[config.mk]
export PLATFORM = sky130hd
export DESIGN_NAME = ifetch_unit_flat
export DESIGN_NICKNAME = d
export VERILOG_FILES = /design/src/rtl/ifetch_unit_if.sv /design/src/rtl/ifetch_unit.sv /design/src/flat_wrapper.sv
export SDC_FILE = /design/constraint.sdc
export NUM_CORES = 1
export LEC_CHECK = 0
export ABC_CLOCK_PERIOD_IN_PS = 1500
export CORE_UTILIZATION = 30
export CTS_CLUSTER_DIAMETER = 30
export CTS_CLUSTER_SIZE = 14
export DETAILED_ROUTE_END_ITERATION = 16
export GPL_TIMING_DRIVEN = 0
export SLEW_MARGIN = 10
export SYNTH_ARGS = -nofsm -noshare
export SYNTH_HDL_FRONTEND = slang
export SYNTH_SLANG_ARGS = --single-unit
export TNS_END_PERCENT = 100
[constraint.sdc]
create_clock -name CLK -period 1.5 [get_ports CLK]
set_input_delay 0.3 -clock CLK [delete_from_list [all_inputs] [get_ports CLK]]
set_output_delay 0.3 -clock CLK [all_outputs]
set_load 0.05 [all_outputs]
[src/rtl/ifetch_unit_if.sv]
`default_nettype none
// +----------------------------------------------------------------------------+
// | ifetch_unit_if : fetch-stage bus (instruction RAM port + IF/ID handshake)  |
// | Rev 1.0                                                                    |
// +----------------------------------------------------------------------------+
interface ifetch_unit_if #(
  parameter int PC_W  = 8,
  parameter int IW    = 16,
  parameter int CNT_W = 16
);
  logic [PC_W-1:0]  IADDR;
  logic [IW-1:0]    IDATA;
  logic [IW-1:0]    IR;
  logic [PC_W-1:0]  IR_PC;
  logic             IR_VALID;
  logic             IR_READY;
  logic             BR_TAKEN;
  logic [PC_W-1:0]  BR_TARGET;
  logic             HALTED;
  logic [CNT_W-1:0] FETCH_CNT;

  modport master (
    output IADDR, IR, IR_PC, IR_VALID, HALTED, FETCH_CNT,
    input  IDATA, IR_READY, BR_TAKEN, BR_TARGET
  );

  modport slave (
    input  IADDR, IR, IR_PC, IR_VALID, HALTED, FETCH_CNT,
    output IDATA, IR_READY, BR_TAKEN, BR_TARGET
  );
endinterface
`default_nettype wire

[src/rtl/ifetch_unit.sv]
`default_nettype none
// +----------------------------------------------------------------------------+
// | ifetch_unit : PC, IF/ID register with valid/ready, branch redirect, halt   |
// | Rev 1.0                                                                    |
// +----------------------------------------------------------------------------+
module ifetch_unit #(
  parameter int            PC_W      = 8,
  parameter int            IW        = 16,
  parameter int            CNT_W     = 16,
  parameter logic [IW-1:0] HALT_WORD = '0
) (
  input  logic         CLK,
  input  logic         RESET,
  ifetch_unit_if.master bus
);

  localparam logic [0:0]      c_FETCH = 1'b0;
  localparam logic [0:0]      c_HALT  = 1'b1;
  localparam logic [PC_W-1:0] c_EVEN  = {{(PC_W-1){1'b1}}, 1'b0};

  logic [0:0]       r_state;
  logic [PC_W-1:0]  r_pc;
  logic [IW-1:0]    r_ir;
  logic [PC_W-1:0]  r_ir_pc;
  logic             r_ir_valid;
  logic [CNT_W-1:0] r_fetch_cnt;
  logic             w_free;
  logic [PC_W-1:0]  w_br_pc;

  assign w_free  = !r_ir_valid || bus.IR_READY;
  assign w_br_pc = bus.BR_TARGET & c_EVEN;

  always_ff @(posedge CLK) begin
    if (RESET) begin
      r_state     <= c_FETCH;
      r_pc        <= '0;
      r_ir        <= '0;
      r_ir_pc     <= '0;
      r_ir_valid  <= 1'b0;
      r_fetch_cnt <= '0;
    end else begin
      case (r_state)
        c_FETCH: begin
          // Redirect wins over a stall: the held instruction is on the wrong path.
          if (bus.BR_TAKEN) begin
            r_pc       <= w_br_pc;
            r_ir_valid <= 1'b0;
          end else if (w_free) begin
            if (bus.IDATA == HALT_WORD) begin
              r_state    <= c_HALT;
              r_ir_valid <= 1'b0;
            end else begin
              r_ir        <= bus.IDATA;
              r_ir_pc     <= r_pc;
              r_ir_valid  <= 1'b1;
              r_pc        <= r_pc + PC_W'(2);
              r_fetch_cnt <= r_fetch_cnt + CNT_W'(1);
            end
          end
        end
        c_HALT: begin
          // A branch older than the halt word may still resolve and restart fetch.
          if (bus.BR_TAKEN) begin
            r_pc    <= w_br_pc;
            r_state <= c_FETCH;
          end
        end
        default: r_state <= c_FETCH;
      endcase
    end
  end

  assign bus.IADDR     = r_pc;
  assign bus.IR        = r_ir;
  assign bus.IR_PC     = r_ir_pc;
  assign bus.IR_VALID  = r_ir_valid;
  assign bus.HALTED    = (r_state == c_HALT);
  assign bus.FETCH_CNT = r_fetch_cnt;

endmodule
`default_nettype wire

[src/flat_wrapper.sv]
// flat-port wrapper written by rule: the top's interface ports become plain ports
module ifetch_unit_flat 
#(
  parameter int            PC_W      = 8,
  parameter int            IW        = 16,
  parameter int            CNT_W     = 16,
  parameter logic [IW-1:0] HALT_WORD = '0
)
  (CLK, RESET, bus_IADDR, bus_IR, bus_IR_PC, bus_IR_VALID, bus_HALTED, bus_FETCH_CNT, bus_IDATA, bus_IR_READY, bus_BR_TAKEN, bus_BR_TARGET);
  ifetch_unit_if #(.PC_W(PC_W), .IW(IW), .CNT_W(CNT_W)) bus_i ();
  input  logic CLK;
  input  logic RESET;
  output wire logic [$bits(bus_i.IADDR)-1:0] bus_IADDR;
  output wire logic [$bits(bus_i.IR)-1:0] bus_IR;
  output wire logic [$bits(bus_i.IR_PC)-1:0] bus_IR_PC;
  output wire logic [$bits(bus_i.IR_VALID)-1:0] bus_IR_VALID;
  output wire logic [$bits(bus_i.HALTED)-1:0] bus_HALTED;
  output wire logic [$bits(bus_i.FETCH_CNT)-1:0] bus_FETCH_CNT;
  input wire logic [$bits(bus_i.IDATA)-1:0] bus_IDATA;
  input wire logic [$bits(bus_i.IR_READY)-1:0] bus_IR_READY;
  input wire logic [$bits(bus_i.BR_TAKEN)-1:0] bus_BR_TAKEN;
  input wire logic [$bits(bus_i.BR_TARGET)-1:0] bus_BR_TARGET;
  assign bus_IADDR = bus_i.IADDR;
  assign bus_IR = bus_i.IR;
  assign bus_IR_PC = bus_i.IR_PC;
  assign bus_IR_VALID = bus_i.IR_VALID;
  assign bus_HALTED = bus_i.HALTED;
  assign bus_FETCH_CNT = bus_i.FETCH_CNT;
  assign bus_i.IDATA = bus_IDATA;
  assign bus_i.IR_READY = bus_IR_READY;
  assign bus_i.BR_TAKEN = bus_BR_TAKEN;
  assign bus_i.BR_TARGET = bus_BR_TARGET;
  ifetch_unit #(.PC_W(PC_W), .IW(IW), .CNT_W(CNT_W), .HALT_WORD(HALT_WORD)) u_core (.CLK(CLK), .RESET(RESET), .bus(bus_i));
endmodule
# Word-level counts from Yosys, hierarchy flattened
# Index checks and enable logic that the tools add are counted.
# Widths: inputs -> output; s select.
totals:
  regBits: 50
  input_bits: 28
  output_inout_bits: 50
  word_cells: 34
op_classes:
  add_sub_neg: 2
  eq_ne: 3
  muxes: 13
  n_bitwise: 3
  reduce_logical: 7
ops:
  columns: ["operator", "count"]
  rows:
  - ["$mux 8", 4]
  - ["$add 16x1->16 const B", 1]
  - ["$logic_not 16->1", 1]
  - ["$pmux 8 s2", 1]
  - ["$add 8x2->8 const B", 1]
  - ["$mux 1", 7]
  - ["$reduce_and 4->1", 1]
  - ["$ne 3x2->1 const B", 1]
  - ["$ne 3x3->1 const B", 1]
  - ["$not 1->1", 3]
  - ["$reduce_and 3->1", 1]
  - ["$ne 2x2->1 const B", 1]
  - ["$pmux 1 s2", 1]
  - ["$reduce_and 2->1", 1]
  - ["$reduce_bool 2->1", 1]
  - ["$logic_not 1->1", 1]
  - ["$logic_or 1x1->1", 1]

# Longest topological paths before layout
# Gate-level depths: netlist of the first run.
depth:
  depth_word: 5
  depth_mapped: 7
  mapped_depth_nobuf: 5

# Worst setup path before layout of the first run
# OpenSTA, ideal clock, no wires.
synth_path:
  path_type: "register to register"
  from: "register u_core.r_fetch_cnt[3], in the netlist u_core.bus.FETCH_CNT[3]"
  to: "register u_core.r_fetch_cnt[15], in the netlist u_core.bus.FETCH_CNT[15]"
  setup_time_ps: 123
  arrival_ps: 1797
  t_required_ps: 1377
  setup_slack_ps: -421
  path_stages_with_launch: 6
  path_buffers: 1
  period_less_slack_ps: 1921
  cell_sequence: "dfxtp_1 > and4_1 > buf_4 > nand3_1 > nor4b_2 > mux2_1"
synth_between:
  elab_chain_cells: 1
synth_lines:
  columns: ["element", "line", "text"]
  rows:
  - ["start: declaration", "ifetch_unit.sv:26", "logic [CNT_W-1:0] r_fetch_cnt;"]
  - ["start signal: assignment", "ifetch_unit.sv:57", "r_fetch_cnt <= r_fetch_cnt + CNT_W'(1);"]
  - ["$add 16x1->16", "ifetch_unit.sv:57", null]
# Every way passes these cells.
# A chain may end at the register's enable or synchronous reset.

# Final worst setup path of the first run
layout_path:
  from: "register u_core.r_state, in the netlist u_core.bus.HALTED"
  to: "register u_core.r_fetch_cnt[2], in the netlist u_core.bus.FETCH_CNT[2]"
layout_between:
  elab_chain_cells: 2
layout_lines:
  columns: ["element", "line", "text"]
  rows:
  - ["start: declaration", "ifetch_unit.sv:21", "logic [0:0] r_state;"]
  - ["start signal: assignment", "ifetch_unit.sv:35", "r_state <= c_FETCH;"]
  - ["start signal: assignment", "ifetch_unit.sv:50", "r_state <= c_HALT;"]
  - ["start signal: assignment", "ifetch_unit.sv:65", "r_state <= c_FETCH;"]
  - ["$not 1->1 (no line)", null, null]
  - ["$reduce_and 4->1 (no line)", null, null]
# Every way passes these cells.

==> results of run 1 <==
-- sequential cells by signal, summed over array words and instances (netlist names) --
register and cells:
u_core.bus.FETCH_CNT 16, u_core.bus.IR 16, u_core.bus.HALTED 1, u_core.bus.IADDR 7
u_core.bus.IR_VALID 1, u_core.bus.IR_PC 7
-- per-stage QoR --
step,cell area [um^2],power (mW),hold slack [ps],cells
floorplan,2400,1.71,448,278
global placement,3260,1.95,461,451
detailed placement,3260,1.95,469,451
CTS,3630,2.66,371,471
global route,3750,2.81,270,483
finish,3750,2.69,270,483
-- metal layers --
metal | track usage [%] | part of all wire, % | up-vias
met2 | 30.7 | 49 | 76
met1 | 24.9 | 47 | 1245
met3 | 2.88 | 3.5 | 10
li1 | - | - | 1273
met4 | 5.38 | 0.99 | 0
met5 | 0 | 0 | -
-- area by class of cell --
type / instances / area, um^2
Buffer: 26 / 240
Clock buffer: 6 / 72.6
Clock inverter: 1 / 5.00
Fill cell: 721 / 3620
Inverter: 4 / 15.0
Multi-Input combinational cell: 200 / 1410
Sequential cell: 48 / 1010
Tap cell: 99 / 124
Timing Repair Buffer: 99 / 871
-- power by group through the flow --
stage	combinational (mW)	sequential [mW]	clock [mW]
finish	0.583	1.36	0.748
global route	0.614	1.37	0.827
CTS	0.550	1.35	0.753
detailed placement	0.565	1.38	0
global placement	0.563	1.38	0
floorplan	0.164	1.55	0
-- what timing repair did --
action,in CTS,in global routing
setup endpoints to repair,96,74
resized for setup,154,90
pin swaps,13,22
cloned,3,3
setup buffers,10,9
-- layout by cell type (no fill, tap or decap), drive strengths merged, types with 3 or more instances in the layout --
cell and n:
a21oi 45, and4 4, buf 49, clkbuf 36, clkdlybuf4s15 28, clkdlybuf4s50 8, dfxtp 48, dlygate4sd2 9
inv 4, nand2 8, nand3 34, nand4 6, nor2 9, nor2b 3, nor3 3, nor4 9
o21ai 30, o31ai 9, o32ai 3, or2 3, or4 9
-- kinds of logic after synthesis --
family | share of synthesized area (%)
AND/OR/NAND/NOR | 25.3
AO/OA/AOI/OAI | 23.7
multiplexers | 0.971
flip-flops | 41.4
adder cells (fa/ha/maj) | 1.08
buffers and inverters | 7.34
other | 0.162
-- worst reg2reg max path, stage by stage (launching register included) --
cell and delay [ps]:
dfxtp_4 350, buf_6 130, buf_6 110, or2_4 220, buf_6 140, nor2_4 210
nand3_2 110, mux2_4 310
-- worst min-delay path by stage --
stage | start | to | slack, ps | cells after the start
after floorplan | bus_IDATA[0] | u_core.bus.IR[0]$_SDFFE_PP0P_ | 450 | 2
after global placement | u_core.bus.IR[6]$_SDFFE_PP0P_ | u_core.bus.IR[6]$_SDFFE_PP0P_ | 460 | 2
after detailed placement | u_core.bus.IR[11]$_SDFFE_PP0P_ | u_core.bus.IR[11]$_SDFFE_PP0P_ | 470 | 2
after CTS | bus_IDATA[6] | u_core.bus.IR[6]$_SDFFE_PP0P_ | 370 | 3
after global routing | bus_IDATA[15] | u_core.bus.IR[15]$_SDFFE_PP0P_ | 270 | 3
final | bus_IDATA[15] | u_core.bus.IR[15]$_SDFFE_PP0P_ | 270 | 3
==> out/summary.txt, run 1 <==
Dpl hpwl - 5240 um
Capture point of the critical path - u_core.bus.FETCH_CNT[2]$_SDFFE_PP0P_
Sequential area share after synthesis - 41.4%
Initial antenna violation count - 0
Post-synth top flop - dfxtp_1
Sw frac - 32.2%
Post-synth EDFFs - 0
Int Pwr - 1.82 mW
IO buf count - 74
CP max stage delay - 350 ps
Main area contributors after synthesis - dfxtp_1, a21oi_1, nand3_1
Cell taking the most area after synthesis - dfxtp_1
Worst setup path start - u_core.bus.HALTED$_SDFF_PP0_
Ratio of cells with drive above 1 in the final layout - 40.1%
ANT nets after route - 0
Clock period minus final worst setup slack - 1690 ps
Critical path depth in cells - 7
Die Y - 89.9 um
Violated checks - negative setup slack
Number of synthesized register bits - 48
Cell area after synthesis - 0.00232 mm^2
Max Slew Vio Count - 0
Most frequent cell after synthesis - dfxtp_1
Tcrit/Tclk final - 113%
CTS max path bufs - 2
Comb pwr share - 21.7%
Via count - 2604
Max VDD drop - 0.361 mV
Routed len/inst - 16.4 um
1st-pass router iterations - 4
Crit path max-delay cell type - dfxtp_4
Status - finished, violations left
Crit path kind - reg2reg
Io pins - 78
Final WL - 7910 um
Min-Delay Path Class - in2reg
Max Clk Rate - 0.591 GHz
CP delay by family, top - simple AND/OR/NAND/NOR gates
Nets - 414
Number of cells on the worst reg-to-reg path - 7
PnR worst setup slack - -193 ps
Final hold violations - 0
Core area - 0.00737 mm^2
Die area - 0.00809 mm^2
Grt ovf - 0
Sequential fraction of design power - 50.5%
Row count - 31
DP Worst Slack - -877 ps
Cell variety after synth - 43
Vias in the first global route - 2422
Cells after synthesis - 277
Antenna cell count - 0
CTS tree - built
Max_slew headroom - 65.6%
Synthesized area per cell - 8.37 um^2
Hold Buf Count CTS - 0
R2R Path End - u_core.bus.FETCH_CNT[2]$_SDFFE_PP0P_
RSZ-0062 raised after global routing - true
Initial DRC count - 90
Root buf cell - clkbuf_8
Leak pwr - 1.42 nW
Post-synth top cells - dfxtp_1, a21oi_1, nand3_1
Total of max-cap violations - 0
WP data required - 1690 ps
Initial Util - 31.5%
Crit start category - register
Top cell by count, worst path - buf_6
CP bufs+invs - 3
Pwr/cell area - 717 mW/mm^2
Clock tree sinks - 48
CTS clk-pin slew, worst paths - 90 ps
# setup viols final - 38
Crit. End Element - register
Worst reg2reg startpoint - u_core.bus.HALTED$_SDFF_PP0_
DR DRC count - 0
Power share of the clock group - 27.8%
Die X - 89.9 um
Placer Congestion - 0.766
Htree depth - 2
Fin util - 50.8%
Worst Tran Pin Value - 518 ps
Max Fanout on Critical Path - 8
Flop-to-flop setup slack - -190 ps
Data arrival, critical path - 1880 ps
Psw - 867 uW
Area added between synthesis and finish - 61.5%
Crit-path cells - buf_6 -> buf_6 -> or2_4 -> buf_6 -> nor2_4 -> nand3_2 -> mux2_4
Total GRT Usage - 18.5%
DR vias/cell - 5.39
First-pass GRT wire length - 12200 um
Setup Skew - 6.87 ps
Worst-Skew Late Latency - 300 ps
Yosys top cell area share - 41.4%
Ys async rst share - 0%
Fin Setup TNS - -4200 ps
Largest net degree at the start of global routing - 14
Synth warnings - 0
Clock buffer count from CTS - 5
Note: power is estimated with default switching activity, not from simulation.
==> run 2, diff against run 1 <==
--- a/config.mk
+++ b/config.mk
@@ -6,6 +6,8 @@
 export NUM_CORES = 1
 export LEC_CHECK = 0
 export ABC_CLOCK_PERIOD_IN_PS = 1500
+export CAP_MARGIN = 20
+export CORE_ASPECT_RATIO = 0.75
 export CORE_UTILIZATION = 30
 export CTS_CLUSTER_DIAMETER = 30
 export CTS_CLUSTER_SIZE = 14
==> run 2 against run 1 <==
Worst hold slack got worse by 22 ps; the run still ends with negative setup slack left; register-to-register slack better by 110 ps; utilization up 0.99 points.
==> out/summary.txt, run 2 (synthesis gave the netlist of run 1 again) <==
Crit path kind - reg2reg (unchanged)
Pwr/cell area - 712 mW/mm^2 (was 717 mW/mm^2)
Total of max-cap violations - 0 (unchanged)
Initial antenna violation count - 0 (unchanged)
Max_slew headroom - 63.7% (was 65.6%)
Vias in the first global route - 2443 (was 2422)
Die Y - 78.2 um (was 89.9 um)
Violated checks - negative setup slack (unchanged)
1st-pass router iterations - 5 (was 4)
CTS max path bufs - 2 (unchanged)
Row count - 27 (was 31)
Final hold violations - 0 (unchanged)
Max Clk Rate - 0.631 GHz (was 0.591 GHz)
Clock tree sinks - 48 (unchanged)
Total GRT Usage - 19.2% (was 18.5%)
Initial Util - 31.4% (was 31.5%)
Number of cells on the worst reg-to-reg path - 7 (unchanged)
ANT nets after route - 0 (unchanged)
Flop-to-flop setup slack - -80 ps (was -190 ps)
Core area - 0.00740 mm^2 (was 0.00737 mm^2)
Power, Total - 2.73 mW (was 2.69 mW)
DR DRC count - 0 (unchanged)
Htree depth - 2 (unchanged)
Nets - 414 (unchanged)
Io pins - 78 (unchanged)
Cell area after layout - 0.00383 mm^2 (was 0.00375 mm^2)
Clock period minus final worst setup slack - 1580 ps (was 1690 ps)
Worst-Skew Late Latency - 310 ps (was 300 ps)
Antenna cell count - 0 (unchanged)
Initial DRC count - 118 (was 90)
First-pass GRT wire length - 12500 um (was 12200 um)
Clock buffer count from CTS - 5 (unchanged)
Crit. End Element - register (unchanged)
Hold Buf Count CTS - 0 (unchanged)
Leak pwr - 1.41 nW (was 1.42 nW)
DR vias/cell - 5.50 (was 5.39)
IO buf count - 74 (unchanged)
Min-Delay Path Class - in2reg (unchanged)
WP data required - 1730 ps (was 1690 ps)
Ratio of cells with drive above 1 in the final layout - 45.1% (was 40.1%)
Dpl cell area - 0.00326 mm^2 (about the same)
Die area - 0.00809 mm^2 (about the same)
Min Hold Slack - 248 ps (was 270 ps)
Commonest non-fill, non-tap cells in the layout - clkbuf_2, dfxtp_1, a21oi_1, o21ai_1, nand3_1 (was a21oi_1, dfxtp_1, clkbuf_2, buf_4, o21ai_1)
CTS tree - built (unchanged)
Status - finished, violations left (unchanged)
Grt ovf - 0 (unchanged)
Die X - 104 um (was 89.9 um)
Root buf cell - clkbuf_8 (unchanged)
Tcrit/Tclk final - 106% (was 113%)
Data arrival, critical path - 1810 ps (was 1880 ps)
R2R Path End - u_core.bus.FETCH_CNT[6]$_SDFFE_PP0P_ (was u_core.bus.FETCH_CNT[2]$_SDFFE_PP0P_)
# setup viols final - 8 (was 38)
CTS clk-pin slew, worst paths - 90 ps (about the same)
Via count - 2668 (was 2604)
Worst Tran Pin Value - 544 ps (was 518 ps)
Placer Congestion - 0.859 (was 0.766)
Worst reg2reg startpoint - u_core.bus.HALTED$_SDFF_PP0_ (unchanged)
Largest net degree at the start of global routing - 15 (was 14)
RSZ-0062 raised after global routing - true (unchanged)
Routed len/inst - 16.7 um (was 16.4 um)
Max Slew Vio Count - 0 (unchanged)
Max VDD drop - 0.316 mV (was 0.361 mV)
Setup Skew - 9.45 ps (was 6.87 ps)
Max Fanout on Critical Path - 8 (unchanged)
Hold path cells - 3 (unchanged)
Final WL - 8100 um (was 7910 um)
Dpl hpwl - 5130 um (was 5240 um)
Worst hold path endpoint - u_core.bus.IR[12]$_SDFFE_PP0P_ (was u_core.bus.IR[15]$_SDFFE_PP0P_)
Min-delay src - bus_IDATA[12] (was bus_IDATA[15])
Area added between synthesis and finish - 65.3% (was 61.5%)
Crit start category - register (unchanged)
PnR worst setup slack - -83.8 ps (was -193 ps)
Fin util - 51.8% (was 50.8%)
## run 2: cell count changes in the layout (fill, tap and decap cells not counted), moves of 3 or more
cell / previous run / this run
nand3_2: 11 / 8
dlygate4sd2_1: 9 / 4
or4_1: 7 / 3
clkdlybuf4s15_2: 6 / 10
or4_4: 2 / 6
buf_6: 10 / 13
o31ai_1: 9 / 6
a21oi_2: 13 / 16
buf_4: 24 / 21
a21oi_1: 32 / 28
## run 2: worst max-delay path by stage
stage / startpoint / endpoint / cells after the start
floorplan: u_core.bus.HALTED$_SDFF_PP0_ / u_core.bus.FETCH_CNT[15]$_SDFFE_PP0P_ / 6
global placement: bus_IDATA[7] / u_core.bus.IR_PC[5]$_SDFFE_PP0P_ / 7
detailed placement: bus_IDATA[7] / u_core.bus.IR_PC[3]$_SDFFE_PP0P_ / 7
CTS: u_core.bus.HALTED$_SDFF_PP0_ / u_core.bus.FETCH_CNT[15]$_SDFFE_PP0P_ / 6
global route: u_core.bus.HALTED$_SDFF_PP0_ / u_core.bus.FETCH_CNT[6]$_SDFFE_PP0P_ / 7
finish: u_core.bus.HALTED$_SDFF_PP0_ / u_core.bus.FETCH_CNT[6]$_SDFFE_PP0P_ / 7
## run 2: layer usage
| layer | track usage, % | routed length, um | vias to the layer above |
|---|---|---|---|
| met5 | 0 | 0 | - |
| met4 | 6.96 | 89 | 0 |
| met3 | 4.32 | 497 | 10 |
| met2 | 27.2 | 3540 | 107 |
| met1 | 28.0 | 3970 | 1283 |
| li1 | - | - | 1268 |
## run 2: final cells by class
type | instances | area (um^2)
Inverter | 4 | 15.0
Multi-Input combinational cell | 200 | 1510
Tap cell | 101 | 126
Buffer | 25 | 248
Timing Repair Buffer | 100 | 846
Clock buffer | 6 | 72.6
Clock inverter | 1 | 5.00
Fill cell | 694 | 3560
Sequential cell | 48 | 1010
## run 2: what timing repair did
action / 4_1_cts / 5_1_grt
cloned: 2 / 2
endpoints found under the setup margin: 96 / 85
setup buffers: 14 / 8
pin swaps: 13 / 22
gates resized for setup: 155 / 128
## run 2: critical path: stages (launching register included)
cell and delay (ps):
dfxtp_4 350, buf_6 120, nor2_4 110, buf_6 140, nand4_4 90, buf_6 160
or4_4 420, a21oi_2 140
## run 2: metrics by stage
step,setup TNS [ps],setup slack (ps),cells
after global placement,-34230,-874,453
after CTS,-225,-67.8,475
final,-336,-83.8,485
after detailed placement,-34780,-893,453
after global routing,-1110,-131,485
after floorplan,-187,-122,278
## run 2: power by group
group / internal [mW] / leakage, nW / switching, mW
Sequential: 1.31 / 0.404 / 0.0502
Clock: 0.318 / 0.0410 / 0.435
Combinational: 0.220 / 0.961 / 0.399
Total: 1.85 / 1.41 / 0.884
==> run 3, diff against run 2 <==
--- a/config.mk
+++ b/config.mk
@@ -7,12 +7,15 @@
 export LEC_CHECK = 0
 export ABC_CLOCK_PERIOD_IN_PS = 1500
 export CAP_MARGIN = 20
+export CELL_PAD_IN_SITES_DETAIL_PLACEMENT = 1
+export CELL_PAD_IN_SITES_GLOBAL_PLACEMENT = 2
 export CORE_ASPECT_RATIO = 0.75
-export CORE_UTILIZATION = 30
+export CORE_UTILIZATION = 23
 export CTS_CLUSTER_DIAMETER = 30
 export CTS_CLUSTER_SIZE = 14
 export DETAILED_ROUTE_END_ITERATION = 16
 export GPL_TIMING_DRIVEN = 0
+export PLACE_DENSITY_LB_ADDON = 0.1
 export SLEW_MARGIN = 10
 export SYNTH_ARGS = -nofsm -noshare
 export SYNTH_HDL_FRONTEND = slang
==> run 3 against run 2 <==
The run still ends with negative setup slack left; register-to-register slack worse by 90 ps; final area is 5.3% higher; non-clock buffer count is 1 lower; critical path type unchanged; highest routed layer unchanged.
==> out/summary.txt, run 3 (synthesis gave the netlist of run 1 again) <==
Leak pwr - 1.52 nW (was 1.41 nW)
Worst Tran Pin Value - 518 ps (was 544 ps)
Number of cells on the worst reg-to-reg path - 6 (was 7)
Hold Buf Count CTS - 0 (unchanged)
Io pins - 78 (unchanged)
Die X - 118 um (was 104 um)
PnR worst setup slack - -178 ps (was -83.8 ps)
Htree depth - 2 (unchanged)
Tcrit/Tclk final - 112% (was 106%)
Placer Congestion - 0.792 (was 0.859)
Max VDD drop - 0.392 mV (was 0.316 mV)
Power share of the clock group - 43.1% (was 27.6%)
Initial antenna violation count - 0 (unchanged)
DR DRC count - 0 (unchanged)
Clock tree sinks - 48 (unchanged)
Area added between synthesis and finish - 74.1% (was 65.3%)
Uppermost routed layer - met4 (unchanged)
Total GRT Usage - 17.6% (was 19.2%)
Die area - 0.0105 mm^2 (was 0.00809 mm^2)
Max Fanout on Critical Path - 8 (unchanged)
Final hold violations - 0 (unchanged)
Status - finished, violations left (unchanged)
Sequential fraction of design power - 38.6% (was 49.7%)
Max Slew Vio Count - 0 (unchanged)
Initial DRC count - 75 (was 118)
Core area - 0.00974 mm^2 (was 0.00740 mm^2)
Worst-Skew Late Latency - 290 ps (was 310 ps)
IO buf count - 74 (unchanged)
Max Clk Rate - 0.596 GHz (was 0.631 GHz)
Setup Skew - 6.10 ps (was 9.45 ps)
Initial Util - 23.8% (was 31.4%)
Nets - 413 (was 414)
# setup viols final - 29 (was 8)
Post-route insts no fill - 516 (was 485)
CTS clk-pin slew, worst paths - 70 ps (was 90 ps)
Clock buffer count from CTS - 5 (unchanged)
Commonest non-fill, non-tap cells in the layout - a21oi_1, dfxtp_1, dlygate4sd2_1, o21ai_1, clkdlybuf4s15_1 (was clkbuf_2, dfxtp_1, a21oi_1, o21ai_1, nand3_1)
Crit start category - register (unchanged)
Clock period minus final worst setup slack - 1680 ps (was 1580 ps)
Dpl hpwl - 6170 um (was 5130 um)
Power, Total - 3.52 mW (was 2.73 mW)
Flop-to-flop setup slack - -180 ps (was -80 ps)
Via count - 2594 (was 2668)
WP data required - 1680 ps (was 1730 ps)
Pwr/cell area - 871 mW/mm^2 (was 712 mW/mm^2)
Vias in the first global route - 2591 (was 2443)
Worst reg2reg startpoint - u_core.bus.HALTED$_SDFF_PP0_ (unchanged)
Placed insts - 484 (was 453)
Worst setup path start - u_core.bus.HALTED$_SDFF_PP0_ (unchanged)
Final WL - 9280 um (was 8100 um)
Max_slew headroom - 65.4% (was 63.7%)
Antenna cell count - 0 (unchanged)
Largest net degree at the start of global routing - 16 (was 15)
Total of max-cap violations - 0 (unchanged)
Psw - 992 uW (was 884 uW)
Routed len/inst - 18.0 um (was 16.7 um)
Wire length on met3 - 371 um (was 497 um)
Int Pwr - 2.53 mW (was 1.85 mW)
RSZ-0062 raised after global routing - true (unchanged)
Min-Delay Path Class - in2reg (unchanged)
Row count - 31 (was 27)
Sw frac - 28.2% (was 32.4%)
WL met1 - 4640 um (was 3970 um)
R2R Path End - u_core.bus.FETCH_CNT[15]$_SDFFE_PP0P_ (was u_core.bus.FETCH_CNT[6]$_SDFFE_PP0P_)
Violated checks - negative setup slack (unchanged)
Min Hold Slack - 292 ps (was 248 ps)
Root buf cell - clkbuf_16 (was clkbuf_8)
Crit path kind - reg2reg (unchanged)
1st-pass router iterations - 4 (was 5)
Grt ovf - 0 (unchanged)
Routed wl met2 - 4170 um (was 3540 um)
CTS max path bufs - 2 (unchanged)
Crit. End Element - register (unchanged)
First-pass GRT wire length - 14300 um (was 12500 um)
Capture point of the critical path - u_core.bus.FETCH_CNT[15]$_SDFFE_PP0P_ (was u_core.bus.FETCH_CNT[6]$_SDFFE_PP0P_)
Ratio of cells with drive above 1 in the final layout - 39.3% (was 45.1%)
ANT nets after route - 0 (unchanged)
Commonest non-fill, non-tap cell in the layout - a21oi_1
Data arrival, critical path - 1860 ps (was 1810 ps)
DR vias/cell - 5.03 (was 5.50)
CTS tree - built (unchanged)
Die Y - 89.0 um (was 78.2 um)
Comb pwr share - 18.2% (was 22.7%)
-- run 3: changes by cell type in the layout (fill, tap and decap cells not counted), moves of 7 or more --
cell / delta
dlygate4sd2_1: +21
clkbuf_2: -18
clkbuf_16: +7
nand3_1: -7
-- run 3: repair_timing --
action / CTS / global route
setup buffers: 20 / 7
gates cloned: 2 / 0
setup endpoints to repair: 96 / 63
gates resized for setup: 174 / 71
pin swaps: 25 / 30
-- run 3: how the worst min path moves through the flow --
| stage | from | to | cells past startpoint | slack [ps] |
|---|---|---|---|---|
| finish | bus_IDATA[10] | u_core.bus.IR[10]$_SDFFE_PP0P_ | 3 | 290 |
| global route | bus_IDATA[3] | u_core.bus.IR[3]$_SDFFE_PP0P_ | 3 | 300 |
| CTS | bus_IDATA[5] | u_core.bus.IR[5]$_SDFFE_PP0P_ | 3 | 290 |
| detailed placement | u_core.bus.IR[11]$_SDFFE_PP0P_ | u_core.bus.IR[11]$_SDFFE_PP0P_ | 2 | 470 |
| global placement | u_core.bus.IR[2]$_SDFFE_PP0P_ | u_core.bus.IR[2]$_SDFFE_PP0P_ | 2 | 460 |
| floorplan | bus_IDATA[0] | u_core.bus.IR[0]$_SDFFE_PP0P_ | 2 | 450 |
-- run 3: layer usage --
metal  up-vias  global-route usage, %
met2        57                   27.8
li1       1261                      -
met3        10                   3.51
met1      1266                   24.7
met4         0                   4.31
met5         -                      0
-- run 3: power by group through the flow --
stage	clock (mW)	sequential [mW]	combinational, mW
floorplan	0	1.55	0.164
global placement	0	1.39	0.575
detailed placement	0	1.39	0.577
CTS	1.54	1.36	0.636
global route	1.59	1.37	0.680
finish	1.52	1.36	0.641
-- run 3: worst max-delay path: stages, from the launching register on --
cell     delay, ps
dfxtp_4        350
buf_6          120
nor2_4         180
nand4_1        160
buf_6          180
nor4b_4        250
mux2_4         320
-- run 3: area by class of cell --
type,count,area [um^2]
buffer,25,219
sequential,48,1020
clock buffer,7,175
tap,132,165
clock inverter,1,30.0
multi-input combinational,200,1510
inverter,4,15.0
fill,1140,5700
timing repair buffer,99,912
-- run 3: per-stage QoR --
step / utilization, % / cell area, um^2 / TNS, ps / setup WS [ps]
floorplan: - / 2400 / -187 / -122
global placement: 33.9 / 3300 / -38430 / -964
detailed placement: 33.9 / 3300 / -39490 / -1000
CTS: 40.5 / 3940 / -2300 / -160
global route: 41.5 / 4040 / -4700 / -226
finish: 41.5 / 4040 / -2440 / -178
